`config.mk`:
```
export PLATFORM = sky130hd
export DESIGN_NAME = tone_gen
export DESIGN_NICKNAME = d
export VERILOG_FILES = /design/src/rtl/tone_pkg.sv /design/src/rtl/tone_gen.sv
export SDC_FILE = /design/constraint.sdc
export NUM_CORES = 1
export LEC_CHECK = 0
export BUFFER_PORTS_ARGS = -buffer_cell sky130_fd_sc_hd__buf_2
export CORE_ASPECT_RATIO = 0.75
export CORE_UTILIZATION = 57
export DETAILED_ROUTE_END_ITERATION = 16
export GPL_TIMING_DRIVEN = 0
export HOLD_SLACK_MARGIN = 0.12
export PLACE_DENSITY_LB_ADDON = 0.2
export SLEW_MARGIN = 15
export SYNTH_ARGS = -nofsm -noshare
export SYNTH_HDL_FRONTEND = slang
export SYNTH_SLANG_ARGS = --single-unit
```
`constraint.sdc`:
```
create_clock -name clk -period 2.4 [get_ports clk]
set_clock_uncertainty 0.05 [all_clocks]
set_input_delay 0.12 -clock clk [delete_from_list [all_inputs] [get_ports clk]]
set_output_delay 0.12 -clock clk [all_outputs]
set_load 0.02 [all_outputs]
```
`src/rtl/tone_pkg.sv`:
```
// -----------------------------------------------------------------------------
// tone_pkg
// Shared constants and types for the tone generator and its neighbours
// (the key priority encoder uses MUTE_DIV as its "no key" code).
//   TONE_DIV_W / TONE_PER_W : default divider and period-counter widths
//   MUTE_DIV                : divider code meaning "no key" (all ones)
//   PER_MAX                 : saturation value of the period counter
//   tone_state_t            : FSM state encoding (ST_IDLE / ST_RUN)
// -----------------------------------------------------------------------------
package tone_pkg;

    localparam int TONE_DIV_W = 16;
    localparam int TONE_PER_W = 8;

    localparam logic [TONE_DIV_W-1:0] MUTE_DIV = {TONE_DIV_W{1'b1}};
    localparam logic [TONE_PER_W-1:0] PER_MAX  = {TONE_PER_W{1'b1}};

    typedef enum logic {
        ST_IDLE = 1'b0,
        ST_RUN  = 1'b1
    } tone_state_t;

endpackage

```
`src/rtl/tone_gen.sv`:
```
// -----------------------------------------------------------------------------
// tone_gen
// Square-wave tone generator. Half-period = div+1 clock cycles. A new divider
// is only taken at a half-period boundary, so pitch changes never glitch.
// div == all-ones or en == 0 mutes the output at the next boundary.
//
// Ports:
//   clk          in   system clock
//   rst          in   synchronous active-high reset
//   div          in   [DIV_W] half-period divider, all-ones = mute
//   en           in   global sound enable, 0 behaves as mute
//   wave         out  square-wave audio output
//   active       out  1 while the FSM is in RUN
//   note_start   out  one-cycle pulse whenever a new divider is latched
//   note_periods out  [PER_W] full periods of the current note, saturating
// -----------------------------------------------------------------------------
module tone_gen
    import tone_pkg::*;
#(
    parameter int DIV_W = TONE_DIV_W,
    parameter int PER_W = TONE_PER_W
) (
    input  logic             clk,
    input  logic             rst,
    input  logic [DIV_W-1:0] div,
    input  logic             en,
    output logic             wave,
    output logic             active,
    output logic             note_start,
    output logic [PER_W-1:0] note_periods
);

    localparam logic [DIV_W-1:0] W_MUTE_DIV = {DIV_W{1'b1}};
    localparam logic [PER_W-1:0] W_PER_MAX  = {PER_W{1'b1}};

    tone_state_t      r_state, w_state_next;
    logic [DIV_W-1:0] r_cur_div, w_cur_div_next;
    logic [DIV_W-1:0] r_cnt, w_cnt_next;
    logic             r_wave, w_wave_next;
    logic [PER_W-1:0] r_periods, w_periods_next;
    logic             r_note_start, w_note_start_next;

    logic w_mute;
    logic w_boundary;

    assign w_mute     = (!en) || (div == W_MUTE_DIV);
    assign w_boundary = (r_cnt == '0);

    always_ff @(posedge clk) begin
        if (rst) begin
            r_state      <= ST_IDLE;
            r_cur_div    <= '0;
            r_cnt        <= '0;
            r_wave       <= 1'b0;
            r_periods    <= '0;
            r_note_start <= 1'b0;
        end else begin
            r_state      <= w_state_next;
            r_cur_div    <= w_cur_div_next;
            r_cnt        <= w_cnt_next;
            r_wave       <= w_wave_next;
            r_periods    <= w_periods_next;
            r_note_start <= w_note_start_next;
        end
    end

    always_comb begin
        w_state_next      = r_state;
        w_cur_div_next    = r_cur_div;
        w_cnt_next        = r_cnt;
        w_wave_next       = r_wave;
        w_periods_next    = r_periods;
        w_note_start_next = 1'b0;

        case (r_state)
            ST_IDLE: begin
                w_wave_next    = 1'b0;
                w_periods_next = '0;
                if (!w_mute) begin
                    w_cur_div_next    = div;
                    w_cnt_next        = div;
                    w_wave_next       = 1'b1;
                    w_state_next      = ST_RUN;
                    w_note_start_next = 1'b1;
                end
            end

            ST_RUN: begin
                if (!w_boundary) begin
                    // Mid half-period: only the counter moves; div/en ignored.
                    w_cnt_next = r_cnt - 1'b1;
                end else if (w_mute) begin
                    // Mute wins over a simultaneous pitch change.
                    w_wave_next    = 1'b0;
                    w_state_next   = ST_IDLE;
                    w_periods_next = '0;
                    w_cnt_next     = '0;
                end else if (div != r_cur_div) begin
                    w_cur_div_next    = div;
                    w_cnt_next        = div;
                    w_wave_next       = ~r_wave;
                    w_note_start_next = 1'b1;
                    w_periods_next    = '0;
                end else begin
                    w_cnt_next  = r_cur_div;
                    w_wave_next = ~r_wave;
                    // A low->high edge marks completion of a full period.
                    if (!r_wave && (r_periods != W_PER_MAX)) begin
                        w_periods_next = r_periods + 1'b1;
                    end
                end
            end

            default: begin
                w_state_next = ST_IDLE;
            end
        endcase
    end

    assign wave         = r_wave;
    assign active       = (r_state == ST_RUN);
    assign note_start   = r_note_start;
    assign note_periods = r_periods;

endmodule

```
==> reports/summary.txt <==
status - finished clean
clk sinks - 43
design area - 2849 um^2
io pins - 30
CP Cell Sequence - dlygate4sd3_1, buf_2, nand4_1, o41a_1, nand3_2, o21ai_2, buf_6, or3_1, a21oi_1
Critical Path RT - 2.58 ns
Avg Inst Size Synth - 8.355 um^2
CP max FO - 10
crit share post-route - 0.9577
pins over their slew limit - 0
Worst setup EP type - flip-flop
syn_nets - 295
setup TNS - 0 ns
# DRC - 0
Post-Synthesis Cells - 273
CTS clock-pin slew for the worst setup and hold paths - 0.08 ns
P_leak - 1.152 nW
share of cells above drive strength 1 - 0.1902
Critical Path Source Type - primary input
f_max - 0.4351 GHz
worst slew pin tran - 0.5299 ns
CP delay by family, top - buffers and inverters
global route total overflow - 0
initial antenna violation count - 0
critical path's slowest cell - o41a_1
global-route wire length before repair - 9680 um
final setup fails - 0
CTS H-Tree Depth - 2
Clock Tree Root - clkbuf_8
Worst EP arrival - 2.48 ns
pre-CTS setup slack - -0.02476 ns
Die Footprint - 4261 um^2
register area share after synthesis - 0.3774
DRT iter0 DRCs - 258
post-synth cell types - 46
n_diodes - 0
num rows - 19
number of global-route vias before repair - 1959
die width - 75.05 um
fin crit period - 2.298 ns
worst vdd rail ir drop - 432.7 uV
vias per cell - 6.333
number of buffers created by CTS - 5
core footprint - 3732 um^2
CTS tree - built
count leader, synth - dfxtp_1
r2r endpoint - r_cnt[10]$_SDFFE_PP0P_
synth warn - 0
PortBufs - 29
R2R setup slack - 0.14 ns
area grow syn2layout - 24.90%
number of synthesized register bits - 43
CP bufs+invs - 3
antenna viol nets, final - 0
final WL - 6320 um
top cell type's share of synthesized area - 0.3774
Post-synth EDFFs - 0
Post-synth top cells - 43 x dfxtp_1, 33 x nor2_1, 27 x a21oi_1
max incr delay on CP - 0.60 ns
cell area after synthesis - 2281 um^2
hold endpoint - r_cur_div[5]$_SDFFE_PP0P_
Pwr Density - 622.1 nW/um^2
synth top area cells - dfxtp_1 38%, xor2_1 6.5%, a21oi_1 5.9%
Initial Util - 0.6111
asr flop ratio synth - 0
Layout Nets - 347
R2R cell count - 6
post-DR wirelength/cell - 16.72 um
Slew headroom - 0.6467
maximum clock path buffer count - 2
WS Path Type - in2reg
GRT Util Overall - 0.3050
Die Ht - 56.79 um
Area after DPL - 2491 um^2
routability congestion estimate from global placement - 0.9190
largest net degree at the start of global routing - 13
critical hold path startpoint - div[5]
Top FF cell, synth - dfxtp_1
Detailed Routing Iterations Pass 1 - 5
Hold Path Class - in2reg
Hold Crit Depth - 3
Final Hold Vio Count - 0
vias - 2394
R2R Path Start - r_cnt[9]$_SDFFE_PP0P_
setup ws final - 0.1016 ns
Finished Core Util - 0.7633
post-detail-place hpwl - 4201 um
Clk Latency, worst-skew pair - 0.29 ns
max_cap viols - 0
cell taking the most area after synthesis - dfxtp_1
routing by layer:
metal,vias up,track usage,wire length [um],share of wire
li1,1106,-,-,-
met4,0,0.06739,139,0.022
met5,-,0,0,0
met3,19,0.05745,686,0.11
met1,1116,0.4634,2804,0.44
met2,153,0.4402,2689,0.43
kinds of logic (layout without fill, tap and decap cells):
family                     count (synthesis)  after routing  share of synthesized area
and+or+nand+nor                          112            112                     0.2534
AOI/OAI and AO/OA                         71             71                     0.1991
DFF                                       43             43                     0.3774
xor gates and xnor gates                  19             19                    0.07296
buffers and inverters                     14             67                    0.03236
muxes                                     11             11                    0.04827
adders and majority gates                  3              3                    0.01646
per-stage QoR:
step / hold slack (ns) / total power (W) / cells
floorplan: 0.2060 / 0.001126 / 273
global placement: 0.3620 / 0.001236 / 354
global route: 0.1432 / 0.001851 / 378
finish: 0.1203 / 0.001772 / 378
detailed placement: 0.3672 / 0.001243 / 354
CTS: 0.1227 / 0.001700 / 375
state kept, by name (all words and copies together) (netlist names):
| register | cells |
|---|---|
| wave | 1 |
| r_cur_div | 16 |
| active | 1 |
| note_periods | 8 |
| r_cnt | 16 |
| note_start | 1 |
where the power goes:
part           leakage [nW]  internal (W)  switching [W]
clock network        0.0422      0.000205       0.000241
registers             0.353      0.000765      0.0000604
logic                 0.757      0.000212       0.000289
cell type report:
type	instances	area (um^2)
tap	52	65.06
timing repair buffer	45	315.3
inverter	3	11.26
sequential	43	860.8
clock buffer	7	76.32
multi-input combinational	216	1445
fill	280	883.3
buffer	11	70.07
clock inverter	1	5.005
worst register-to-register path: stages (launching register included):
cell,delay (ns)
dfxtp_1,0.37
nor4_4,0.49
a41oi_2,0.38
nor2_4,0.30
buf_2,0.29
nand2_1,0.14
a31oi_1,0.18
what timing repair did:
action | 4_1_cts | 5_1_grt
hold buffers | 13 | 0
gates cloned | 0 | 1
setup buffers | 0 | 2
gates resized for setup | 3 | 15
pin swaps | 0 | 2
endpoints found under the setup margin | 2 | 35
hold endpoints to repair | 18 | 0
placed cells by master, fill, tap and decap left out, types with 5 or more instances in the layout:
cell           Yosys  routed
a21oi_1           27      27
xor2_1            17      17
dfxtp_1           43      43
or3_1              6       5
nor3_1            10       8
nor2_1            33      32
buf_2              2      31
nand3_1            6       6
dlygate4sd3_1      0      13
nand4_1            7       7
mux2i_1           11      10
clkbuf_8           0       5
clkbuf_1           6       8
o21ai_0           18      18
nand2_1           26      26
worst max path at each step:
stage,from,end,slack (ns),depth (start not counted)
final,div[12],note_periods[6]$_SDFFE_PP0P_,0.10,9
after global routing,div[7],note_periods[7]$_SDFFE_PP0P_,-0.05,9
after detailed placement,r_cnt[12]$_SDFFE_PP0P_,r_cnt[10]$_SDFFE_PP0P_,-0.02,6
after floorplan,r_cnt[0]$_SDFFE_PP0P_,r_cnt[8]$_SDFFE_PP0P_,0.28,8
after global placement,r_cnt[12]$_SDFFE_PP0P_,r_cnt[10]$_SDFFE_PP0P_,-0.008,6
after CTS,r_cnt[12]$_SDFFE_PP0P_,r_cur_div[5]$_SDFFE_PP0P_,0.03,8
Power figures use the tool's default switching activity.
